<file path="config.mk">
export PLATFORM = sky130hd
export DESIGN_NAME = rc4_decrypt_core
export DESIGN_NICKNAME = d
export VERILOG_FILES = /design/src/rtl/rc4_decrypt_core.sv
export SDC_FILE = /design/constraint.sdc
export NUM_CORES = 1
export LEC_CHECK = 0
export CAP_MARGIN = 0
export CORE_MARGIN = 2
export CORE_UTILIZATION = 50
export DETAILED_ROUTE_END_ITERATION = 8
export PLACE_DENSITY = 0.77
export SETUP_SLACK_MARGIN = 0.05
export SLEW_MARGIN = 10
export SYNTH_ARGS = -nofsm -noshare
export SYNTH_HDL_FRONTEND = slang
export SYNTH_SLANG_ARGS = --single-unit
</file>
<file path="constraint.sdc">
create_clock -name clk -period 2.8 [get_ports clk]
set_input_delay 0.28 -clock clk [delete_from_list [all_inputs] [get_ports clk]]
set_output_delay 0.28 -clock clk [all_outputs]
set_load 0.05 [all_outputs]
</file>
<file path="src/rtl/rc4_decrypt_core.sv">
// RC4 decryption engine: builds S in an external 256x8 RAM, runs the key
// schedule, then streams MSG_LEN ciphertext bytes through the keystream into
// a plaintext RAM. Optional lowercase/space check aborts on the first bad byte.
//
// state  | meaning
// IDLE   | waiting for start; results held
// INIT   | S[i] = i, one write per cycle
// KSA    | key schedule, 5 cycles per i
// PRGA   | keystream + XOR, 7 cycles per message byte
// FINISH | one-cycle done pulse, valid reflects the check outcome
module rc4_decrypt_core #(
  parameter int KEY_BYTES  = 3,
  parameter int MSG_LEN    = 32,
  parameter int CHECK_MODE = 1,
  localparam int AW = ($clog2(MSG_LEN) < 1) ? 1 : $clog2(MSG_LEN)
) (
  input  logic                   clk,
  input  logic                   reset_n,
  input  logic                   start,
  input  logic [8*KEY_BYTES-1:0] key,
  output logic                   busy,
  output logic                   done,
  output logic                   valid,
  output logic [7:0]             s_addr,
  output logic [7:0]             s_wdata,
  output logic                   s_we,
  input  logic [7:0]             s_rdata,
  output logic [AW-1:0]          e_addr,
  input  logic [7:0]             e_rdata,
  output logic [AW-1:0]          d_addr,
  output logic [7:0]             d_wdata,
  output logic                   d_we
);

  typedef enum logic [2:0] {IDLE, INIT, KSA, PRGA, FINISH} state_t;

  state_t                 state, state_next;
  logic [2:0]             phase;
  logic [7:0]             i, j, si, sj, ebyte;
  logic [AW-1:0]          k;
  logic [3:0]             kpos;
  logic [8*KEY_BYTES-1:0] key_reg;
  logic                   valid_r;
  logic [7:0]             kbyte, pbyte;
  logic                   bad, last_byte;

  // Key byte for the current KSA step (kpos counts down so byte 0 is the MSB),
  // the candidate plaintext byte, and the abort/last-byte conditions.
  always_comb begin
    kbyte     = 8'(key_reg >> {kpos, 3'b000});
    pbyte     = s_rdata ^ ebyte;
    bad       = (CHECK_MODE != 0) &&
                !(((pbyte >= 8'h61) && (pbyte <= 8'h7a)) || (pbyte == 8'h20));
    last_byte = (k == AW'(MSG_LEN - 1));
  end

  // State register.
  always_ff @(posedge clk or negedge reset_n) begin
    if (!reset_n) state <= IDLE;
    else          state <= state_next;
  end

  // Next state and memory-port control; all outputs idle to zero.
  always_comb begin
    state_next = state;
    busy       = 1'b0;
    done       = 1'b0;
    s_addr     = 8'd0;
    s_wdata    = 8'd0;
    s_we       = 1'b0;
    d_wdata    = 8'd0;
    d_we       = 1'b0;
    case (state)
      IDLE: if (start) state_next = INIT;
      INIT: begin
        busy    = 1'b1;
        s_we    = 1'b1;
        s_addr  = i;
        s_wdata = i;
        if (i == 8'hff) state_next = KSA;
      end
      KSA: begin
        busy = 1'b1;
        case (phase)
          3'd0: s_addr = i;
          3'd2: s_addr = j;
          3'd3: begin s_addr = i; s_wdata = s_rdata; s_we = 1'b1; end
          3'd4: begin
            s_addr  = j;
            s_wdata = si;
            s_we    = 1'b1;
            if (i == 8'hff) state_next = PRGA;
          end
          default: ;
        endcase
      end
      PRGA: begin
        busy = 1'b1;
        case (phase)
          3'd0: s_addr = i + 8'd1;
          3'd2: s_addr = j;
          3'd3: begin s_addr = i; s_wdata = s_rdata; s_we = 1'b1; end
          3'd4: begin s_addr = j; s_wdata = si; s_we = 1'b1; end
          3'd5: s_addr = si + sj;
          3'd6: begin
            d_we    = 1'b1;
            d_wdata = pbyte;
            if (last_byte || bad) state_next = FINISH;
          end
          default: ;
        endcase
      end
      FINISH: begin
        done       = 1'b1;
        state_next = IDLE;
      end
      default: state_next = IDLE;
    endcase
  end

  assign e_addr = k;
  assign d_addr = k;
  assign valid  = valid_r;

  // Datapath: indices, captured S values, key and result flag.
  always_ff @(posedge clk or negedge reset_n) begin
    if (!reset_n) begin
      phase   <= 3'd0;
      i       <= 8'd0;
      j       <= 8'd0;
      si      <= 8'd0;
      sj      <= 8'd0;
      ebyte   <= 8'd0;
      k       <= '0;
      kpos    <= 4'd0;
      key_reg <= '0;
      valid_r <= 1'b0;
    end else begin
      case (state)
        IDLE: if (start) begin
          key_reg <= key;
          valid_r <= 1'b0;
          phase   <= 3'd0;
          i       <= 8'd0;
          j       <= 8'd0;
          k       <= '0;
          kpos    <= 4'(KEY_BYTES - 1);
        end
        INIT: i <= i + 8'd1;
        KSA: begin
          phase <= phase + 3'd1;
          if (phase == 3'd1) begin
            si <= s_rdata;
            j  <= j + s_rdata + kbyte;
          end
          if (phase == 3'd4) begin
            phase <= 3'd0;
            i     <= i + 8'd1;
            kpos  <= (kpos == 4'd0) ? 4'(KEY_BYTES - 1) : kpos - 4'd1;
            if (i == 8'hff) j <= 8'd0;
          end
        end
        PRGA: begin
          phase <= phase + 3'd1;
          case (phase)
            3'd0: i <= i + 8'd1;
            3'd1: begin
              si    <= s_rdata;
              j     <= j + s_rdata;
              ebyte <= e_rdata;
            end
            3'd3: sj <= s_rdata;
            3'd6: begin
              phase <= 3'd0;
              if (last_byte || bad) valid_r <= !bad;
              else                  k <= k + 1'b1;
            end
            default: ;
          endcase
        end
        default: ;
      endcase
    end
  end

endmodule

</file>
**Yosys cells after proc, flatten, opt, wreduce, memory -nomap -nowiden**

Cells that the tools add are included.
W data, S select, Z words.

- Add/subtract/negate cells: 7
- $lt $le $gt $ge: 2
- Eq/ne operators: 22
- Shifts and indexed selects: 1
- Mux-type cells: 45
- Bitwise logic cells: 1
- Reductions and logical operators: 27

Operator list:

| operator | count |
|---|---|
| $mux W8 | 9 |
| $pmux W8 S4 | 2 |
| $pmux W8 S2 | 3 |
| $pmux W8 S3 | 2 |
| $mux W3 | 9 |
| $add A8 B8 Y8 | 3 |
| $shr A24 B7 Y8 | 1 |
| $ne A2 B2 Y1 const B | 8 |
| $mux W5 | 3 |
| $eq A3 B2 Y1 const B | 4 |
| $eq A3 B3 Y1 const B | 4 |
| $mux W4 | 3 |
| $pmux W3 S4 | 1 |
| $reduce_and A4 Y1 | 3 |
| $pmux W5 S2 | 1 |
| $reduce_and A2 Y1 | 5 |
| $pmux W3 S3 | 1 |
| $add A8 B1 Y8 const B | 1 |
| $eq A8 B6 Y1 const B | 1 |
| $eq A8 B8 Y1 const B | 1 |
| $ge A8 B7 Y1 const B | 1 |
| $le A8 B7 Y1 const B | 1 |
| $mux W1 | 8 |
| $pmux W4 S2 | 1 |
| other kinds (20) | 29 |

- Flip-flop bits (word level): 80

**Logic depth before layout (Yosys ltp)**

Gate-level depths: netlist of run 1.

- Word-level depth: 9
- Mapped depth: 15

**Worst setup path after synthesis of run 1**

No wires, ideal clock.

- Kind: register to output
- Start point: register si[0]
- End point: output port s_addr[6]
- Data arrival time: 2.853 ns
- Data required time: 2.520 ns
- Setup slack: -0.333 ns
- Stages on the path, launching flop included: 9
- Buffers on the path: 0
- Path through: dfrtp_1 -> ha_1 -> fa_1 -> a21o_1 -> a21oi_1 -> o21bai_1 -> a21oi_1 -> xor2_1 -> o31ai_1

- Cells in the longest elaborated chain, start to end: 3

RTL lines:

| item | RTL line | text |
|---|---|---|
| from (decl) | 39 | `logic [7:0] i, j, si, sj, ebyte;` |
| from (signal assigned) | 153 | `si <= s_rdata;` |
| from (signal assigned) | 168 | `si <= s_rdata;` |
| $add A8 B8 Y8 | 104 | `3'd5: s_addr = si + sj;` |
| $pmux W8 S4 | 99 | `case (phase)` |
| $pmux W8 S3 | 73 | `case (state)` |
| to (decl) | 24 | `output logic [7:0] s_addr,` |

No other way between the ends.

**Final worst setup path of run 1**

- Start point: register j[0]
- End point: register j[7]

- Cells in the longest elaborated chain, start to end: 6
- Elaborated cells between the ends (all ways): 7
- Those cells by class: add/sub: 2; mux: 5

RTL lines:

| item | RTL line | text |
|---|---|---|
| from (decl) | 39 |  |
| from (signal assigned) | 154 | `j <= j + s_rdata + kbyte;` |
| from (signal assigned) | 169 | `j <= j + s_rdata;` |
| $add A8 B8 Y8 (*) | 154, 169 |  |
| $add A8 B8 Y8 | 154 |  |
| $mux W8 | 152 | `if (phase == 3'd1) begin` |
| $mux W8 | 160 | `if (i == 8'hff) j <= 8'd0;` |
| $mux W8 | 156 | `if (phase == 3'd4) begin` |
| $pmux W8 S3 (*) | 139 | `case (state)` |

Every way passes the cells marked *; elsewhere a longest branch is shown, timed or not. The select of a mux whose other input is x is not followed.
A chain may end at the register's enable or synchronous reset.

==> results of run 1 <==
==> how the worst max path moves through the flow <==
stage / start / end / slack, ns / depth (start not counted)
floorplan: j[0] / j[7] / 0.07 / 15
global placement: s_rdata[0] / j[7] / -0.48 / 15
detailed placement: s_rdata[0] / j[7] / -0.60 / 15
CTS: sj[0] / s_addr[6] / -0.03 / 9
global route: j[0] / j[7] / -0.36 / 14
finish: j[0] / j[7] / -0.20 / 14
==> power groups by stage <==
stage / Clock [mW] / Sequential [mW] / Combinational (mW)
final: 1.31 / 2.23 / 6.45
after global routing: 1.37 / 2.29 / 6.87
after CTS: 1.32 / 2.18 / 5.66
after detailed placement: 0 / 2.20 / 5.38
after global placement: 0 / 2.17 / 5.21
after floorplan: 0 / 2.00 / 3.68
==> kinds of logic after synthesis <==
logic type | count (synthesis) | share of synthesized area
AND/OR/NAND/NOR | 232 | 0.193
AO/OA/AOI/OAI | 170 | 0.196
flip-flops | 80 | 0.356
buffers and inverters | 63 | 0.0502
multiplexers | 40 | 0.0762
adder cells (fa/ha/maj) | 34 | 0.0796
XOR/XNOR | 28 | 0.0489
==> layer usage <==
layer	vias to the layer above	routed length [um]	GRT usage
li1	2539	-	-
met1	2764	7290	0.345
met2	267	8880	0.486
met3	87	1220	0.0611
met4	0	976	0.146
met5	-	0	0
==> per-stage QoR <==
stage	instance area [um2]	total power [mW]	hold WS, ns	setup slack [ns]	setup TNS, ns
after global routing	7940	10.5	0.191	-0.359	-0.978
after CTS	7570	9.16	0.148	-0.0319	-0.0579
final	7940	9.99	0.0993	-0.204	-0.467
after global placement	7100	7.38	0.461	-0.478	-1.54
after floorplan	5650	5.68	-0.0156	0.0675	0
after detailed placement	7100	7.58	0.462	-0.601	-2.12
==> timing repair <==
action / CTS / global route
pin swaps: 22 / 30
setup buffers: 9 / 17
cloned: 0 / 0
endpoints found under the setup margin: 18 / 19
hold buffers: 0 / 0
gates resized for setup: 27 / 52
==> placed cells by master (no fill, tap or decap), drive strengths merged, types with 3 or more instances in the layout <==
cell type / netlist / routed
clkdlybuf4s50: 0 / 53
o21ai: 57 / 57
nor3: 15 / 15
a221oi: 4 / 4
and2: 8 / 8
o21bai: 4 / 4
nor2: 41 / 41
a21oi: 36 / 36
a211oi: 3 / 3
fa: 3 / 3
a22oi: 16 / 16
nor2b: 8 / 8
mux2: 23 / 23
or2: 3 / 3
a222oi: 4 / 4
inv: 22 / 22
a31oi: 5 / 5
nand3: 11 / 11
o21a: 4 / 4
xnor2: 21 / 21
mux2i: 17 / 17
buf: 23 / 104
xor2: 7 / 7
or3: 6 / 6
ha: 31 / 31
dfrtp: 80 / 80
clkbuf: 18 / 13
nand2b: 11 / 11
nand2: 114 / 114
a21o: 7 / 7
o31ai: 11 / 11
==> worst max-delay path: cells and delay by family, from the launching register on <==
kind	cells	cell delay (ns)
compound gates	6	0.96
buf+inv	1	0.05
flops	1	0.36
xor+xnor	2	0.41
simple gates	2	0.24
fa+ha+maj	3	0.85
==> cell type report <==
type	count	area, um2	share of cell area
Multi-Input combinational cell	504	3680	0.464
Sequential cell	80	2010	0.252
Timing Repair Buffer	159	1670	0.210
Clock buffer	12	256	0.0323
Tap cell	140	175	0.0221
Inverter	22	82.6	0.0104
Clock inverter	4	76.3	0.00961
==> results_dict.tcl, run 1 <==
set metrics [dict create \
    outcome "complete, but fails checks" \
    violations "setup timing" \
    syn_nets 724 \
    skew_ns 0.00536 \
    leakage_nw 3.50 \
    min_period_over_period 1.07 \
    cts_buffers 9 \
    synth-async-reset-ratio 1.00 \
    r2r_slack_ns -0.20 \
    reg2reg_from "j[0]" \
    dp_cells 880 \
    p_comb_frac 0.645 \
    fp.dieW_um 110 \
    drc 0 \
    yosys.area.top_type "dfrtp_1" \
    syn_inst 647 \
    layout.nets 853 \
    synth_area_leaders "dfrtp_1 (36%), nand2_1 (7.5%), ha_1 (6.9%), o21ai_0 (4.7%), mux2_2 (4.6%)" \
    syn_area_mm2 0.00563 \
    path_cells "ha_2 -> inv_2 -> fa_2 -> nor2b_2 -> o21ai_2 -> nand2_2 -> xor2_2 -> ha_4 -> a21oi_2 -> o21ai_2 -> o31ai_2 -> xnor2_1 -> a221oi_1 -> o2bb2ai_1" \
    slew_headroom 0.307 \
    fmax_mhz 333 \
    clock_latency_ns 0.35 \
    viasPerCell 6.14 \
    cap_violations 0 \
    synth_cell_types 72 \
    synth_seq_area_share 0.356 \
    route.antenna.remaining_nets 0 \
    pwr-share-clk 0.131 \
    io_pins 82 \
    tightest_slew_ns 1.04 \
    required_ns 3.02 \
    cts_root_buf "clkbuf_16" \
    cts_buffer_depth 2 \
    criticalPathCategory "reg -> reg" \
    grt-ovfl-total 0 \
    syn_to_final_growth_pct 41.1 \
    synthFlopType "dfrtp_1" \
    layout_min_cycle_time_ns 3.00 \
    synth_most_common_cell "nand2_1" \
    power_frac_seq 0.224 \
    rsz0062_at_grt "yes" \
    synth-seq-cells 80 \
    die_area_mm2 0.0121 \
    setup_viol_count_final 5 \
    detailed_place_hpwl_um 12400 \
    drv_slew 0 \
    switching_power_mw 4.56 \
    layoutNonFillerInstCount 921 \
    synth_edf_count 0 \
    grt_pass1_vias 5442 \
    report.final.hold_viol_count 0 \
    setup.worst_path.end_class "flip-flop" \
    core_mm2 0.0109 \
    antenna_found_initial 0 \
    worst_ir_drop_vdd_mv 0.701 \
    finish.utilization 0.726 \
    path_max_fanout 3 \
    cp_slowest_cell "fa_2" \
    avgRoutedWirePerCell_um 19.9 \
    largest_reg_flops 24 \
    synth_common_cells "nand2_1 (113), dfrtp_1 (80), o21ai_0 (53)" \
    swShare 0.457 \
    arrival_ns 3.23 \
    rows 38 \
    internal_power_mw 5.42 \
    critPathMaxStageDelay_ns 0.38 \
    drt_wl_total_um 18400 \
    grt_max_degree 81 \
    start_util 0.515 \
    cts_sinks 80 \
    firstDrtPassIters 6 \
    power.density_mw_per_mm2 1260 \
    synth_top_area_share 0.356 \
    grt_pass1_wl_um 26600 \
    fill_cells 764 \
    cpMostUsedCell "o21ai_2" \
    clk_pin_slew_worst_paths_ns 0.06 \
    vias 5657 \
    die_h_um 110 \
    diodes 0 \
    tritoncts "yes" \
    finalWorstSetupSlack_ns -0.204 \
    start_kind "flip-flop" \
    reg2reg_to "j[7]" \
    drt_iter0_drc 529 \
    drive_gt1_frac 0.284 \
    min_path_type "in -> async" \
    io_buffer_count 81 \
    grtUsageTotal 0.287 \
    place.gp.congestion 0.950 \
    ys_warn_count 0 \
    r2r_cells 14 \
    htreeDepth 3 \
    syn_area_per_cell_um2 8.70 \
]
No activity file was read; power rests on OpenSTA's default activity.
==> run 2: changes to the inputs <==
--- a/config.mk
+++ b/config.mk
@@ -9,7 +9,9 @@
 export CORE_MARGIN = 2
 export CORE_UTILIZATION = 50
 export DETAILED_ROUTE_END_ITERATION = 8
+export GPL_TIMING_DRIVEN = 0
 export PLACE_DENSITY = 0.77
+export REMOVE_ABC_BUFFERS = 1
 export SETUP_SLACK_MARGIN = 0.05
 export SLEW_MARGIN = 10
 export SYNTH_ARGS = -nofsm -noshare
==> run 2 against run 1 <==
Compared with the run above: the flow still finishes with violations (setup timing); critical path depth up 1; sequential cell count unchanged; sequential power up 3%; highest routed layer unchanged.
==> results_dict.tcl, run 2 (same netlist as run 1, synthesis figures left out) <==
set metrics [dict create \
    diodes 0 \
    drive_gt1_frac 0.244 \
    fp.dieW_um 110 \
    cts_buffers 9 \
    setup.worst_path.end "j[7]" \
    clk_pin_slew_worst_paths_ns 0.07 \
    layout_min_cycle_time_ns 2.83 \
    power.density_mw_per_mm2 1230 \
    path_cells "clkdlybuf4s15_1 -> ha_2 -> inv_2 -> fa_2 -> nor2b_2 -> o21ai_2 -> nand2_2 -> xor2_2 -> ha_4 -> o211ai_1 -> o21ai_2 -> o31ai_4 -> xnor2_2 -> a221oi_2 -> o2bb2ai_1" \
    grt-ovfl-total 0 \
    slew_headroom 0.204 \
    largest_reg_flops 24 \
    io_buffer_count 81 \
    skew_ns 0.00762 \
    route.antenna.remaining_nets 0 \
    grt_max_degree 62 \
    path_max_fanout 6 \
    avgRoutedWirePerCell_um 18.6 \
    tritoncts "yes" \
    min_period_over_period 1.01 \
    firstDrtPassIters 5 \
    cpMostUsedCell "o21ai_2" \
    tns_ns -0.0399 \
    power_mw 9.05 \
    drt_iter0_drc 416 \
    report.final.hold_viol_count 0 \
    dp_slack_ns -0.959 \
    tightest_slew_ns 1.19 \
    cts_sinks 80 \
    htreeDepth 3 \
    cts_root_buf "clkbuf_16" \
    viasPerCell 6.03 \
    r2r_cells 13 \
    grt_pass1_vias 5177 \
    min_path_type "in -> async" \
    leakage_nw 3.22 \
    antenna_found_initial 0 \
    violations "setup timing" \
    finish.utilization 0.671 \
    layoutNonFillerInstCount 877 \
    clock_latency_ns 0.35 \
    drc 0 \
    detailed_place_hpwl_um 10900 \
    cp_slowest_cell "clkdlybuf4s15_1" \
    layout.nets 809 \
    rsz0062_at_grt "yes" \
    outcome "complete, but fails checks" \
    crit_start "s_rdata[0]" \
    required_ns 3.02 \
    setup_viol_count_final 2 \
    multi_input_area_mm2 0.00369 \
    core_mm2 0.0109 \
    fmax_mhz 354 \
    final_common_cell "nand2_1" \
    start_util 0.515 \
    fill_cells 864 \
    dp_cells 830 \
    arrival_ns 3.05 \
    drv_slew 0 \
    cts_buffer_depth 2 \
    cap_violations 0 \
    worst_ir_drop_vdd_mv 0.572 \
    critPathMaxStageDelay_ns 0.37 \
    final_cell_mix "nand2_1 (111), dfrtp_1 (68), clkdlybuf4s50_1 (49)" \
    die_h_um 110 \
    ff_latch_area_mm2 0.00202 \
    setup.worst_path.end_class "flip-flop" \
    rows 38 \
    r2r_slack_ns -0.02 \
    die_area_mm2 0.0121 \
    criticalPathCategory "in -> reg" \
    finalWorstSetupSlack_ns -0.0273 \
    place.gp.congestion 0.948 \
    syn_to_final_growth_pct 30.3 \
    grt_pass1_wl_um 25100 \
    reg2reg_from "j[2]" \
    grtUsageTotal 0.269 \
    drt_wl_total_um 16300 \
    io_pins 82 \
    vias 5288 \
    reg2reg_to "j[7]" \
    start_kind "input pin" \
]
==> run 2: cell count changes in the layout (fill, tap and decap cells not counted), sizes merged, moves of 4 or more <==
cell	delta
clkdlybuf4s50	-4
buf	-65
dlygate4sd2	+7
clkdlybuf4s15	+9
==> run 2: report_power, final <==
group | switching (mW) | internal, mW
registers | 0.622 | 1.67
logic | 3.16 | 2.38
clock network | 0.500 | 0.718
==> run 2: area by class of cell <==
cell class | count | area share
multi-input cells | 504 | 0.503
flip-flops and latches | 80 | 0.275
repair buffers | 115 | 0.145
clock buffers | 10 | 0.0326
well taps | 140 | 0.0239
inverters | 22 | 0.0113
clock inverters | 6 | 0.00921
==> run 2: metal layers <==
| layer | global-route usage | vias up | wire length [um] |
|---|---|---|---|
| li1 | - | 2453 | - |
| met1 | 0.339 | 2571 | 6610 |
| met5 | 0 | - | 0 |
| met3 | 0.0517 | 32 | 1090 |
| met2 | 0.450 | 232 | 8220 |
| met4 | 0.112 | 0 | 396 |
==> run 2: metrics by stage <==
step | cell area, um2 | hold slack, ns
after detailed placement | 6480 | 0.194
final | 7340 | 0.359
after CTS | 7080 | 0.371
after floorplan | 5430 | -0.0156
after global placement | 6420 | 0.455
after global routing | 7340 | 0.405
==> run 2: worst min-delay path by stage <==
stage,end,cells after the start,from
global route,i[4],2,reset_n
floorplan,d_addr[0],0,reset_n
CTS,i[4],2,reset_n
detailed placement,i[4],1,reset_n
global placement,key_reg[15],2,key_reg[15]
finish,i[4],2,reset_n
==> run 2: what timing repair did <==
item	in CTS	in global routing
hold endpoints to repair	19	0
gates cloned	0	0
endpoints found under the setup margin	36	26
resized for setup	139	58
hold buffers	1	0
pin swaps	20	21
buffers inserted	18	14
==> run 2: worst max-delay path, delay by kind of cell <==
kind            cells  cell delay (ns)
xor+xnor            2             0.34
simple gates        2             0.21
fa+ha+maj           3             0.86
buf+inv             2             0.41
compound gates      6             0.94
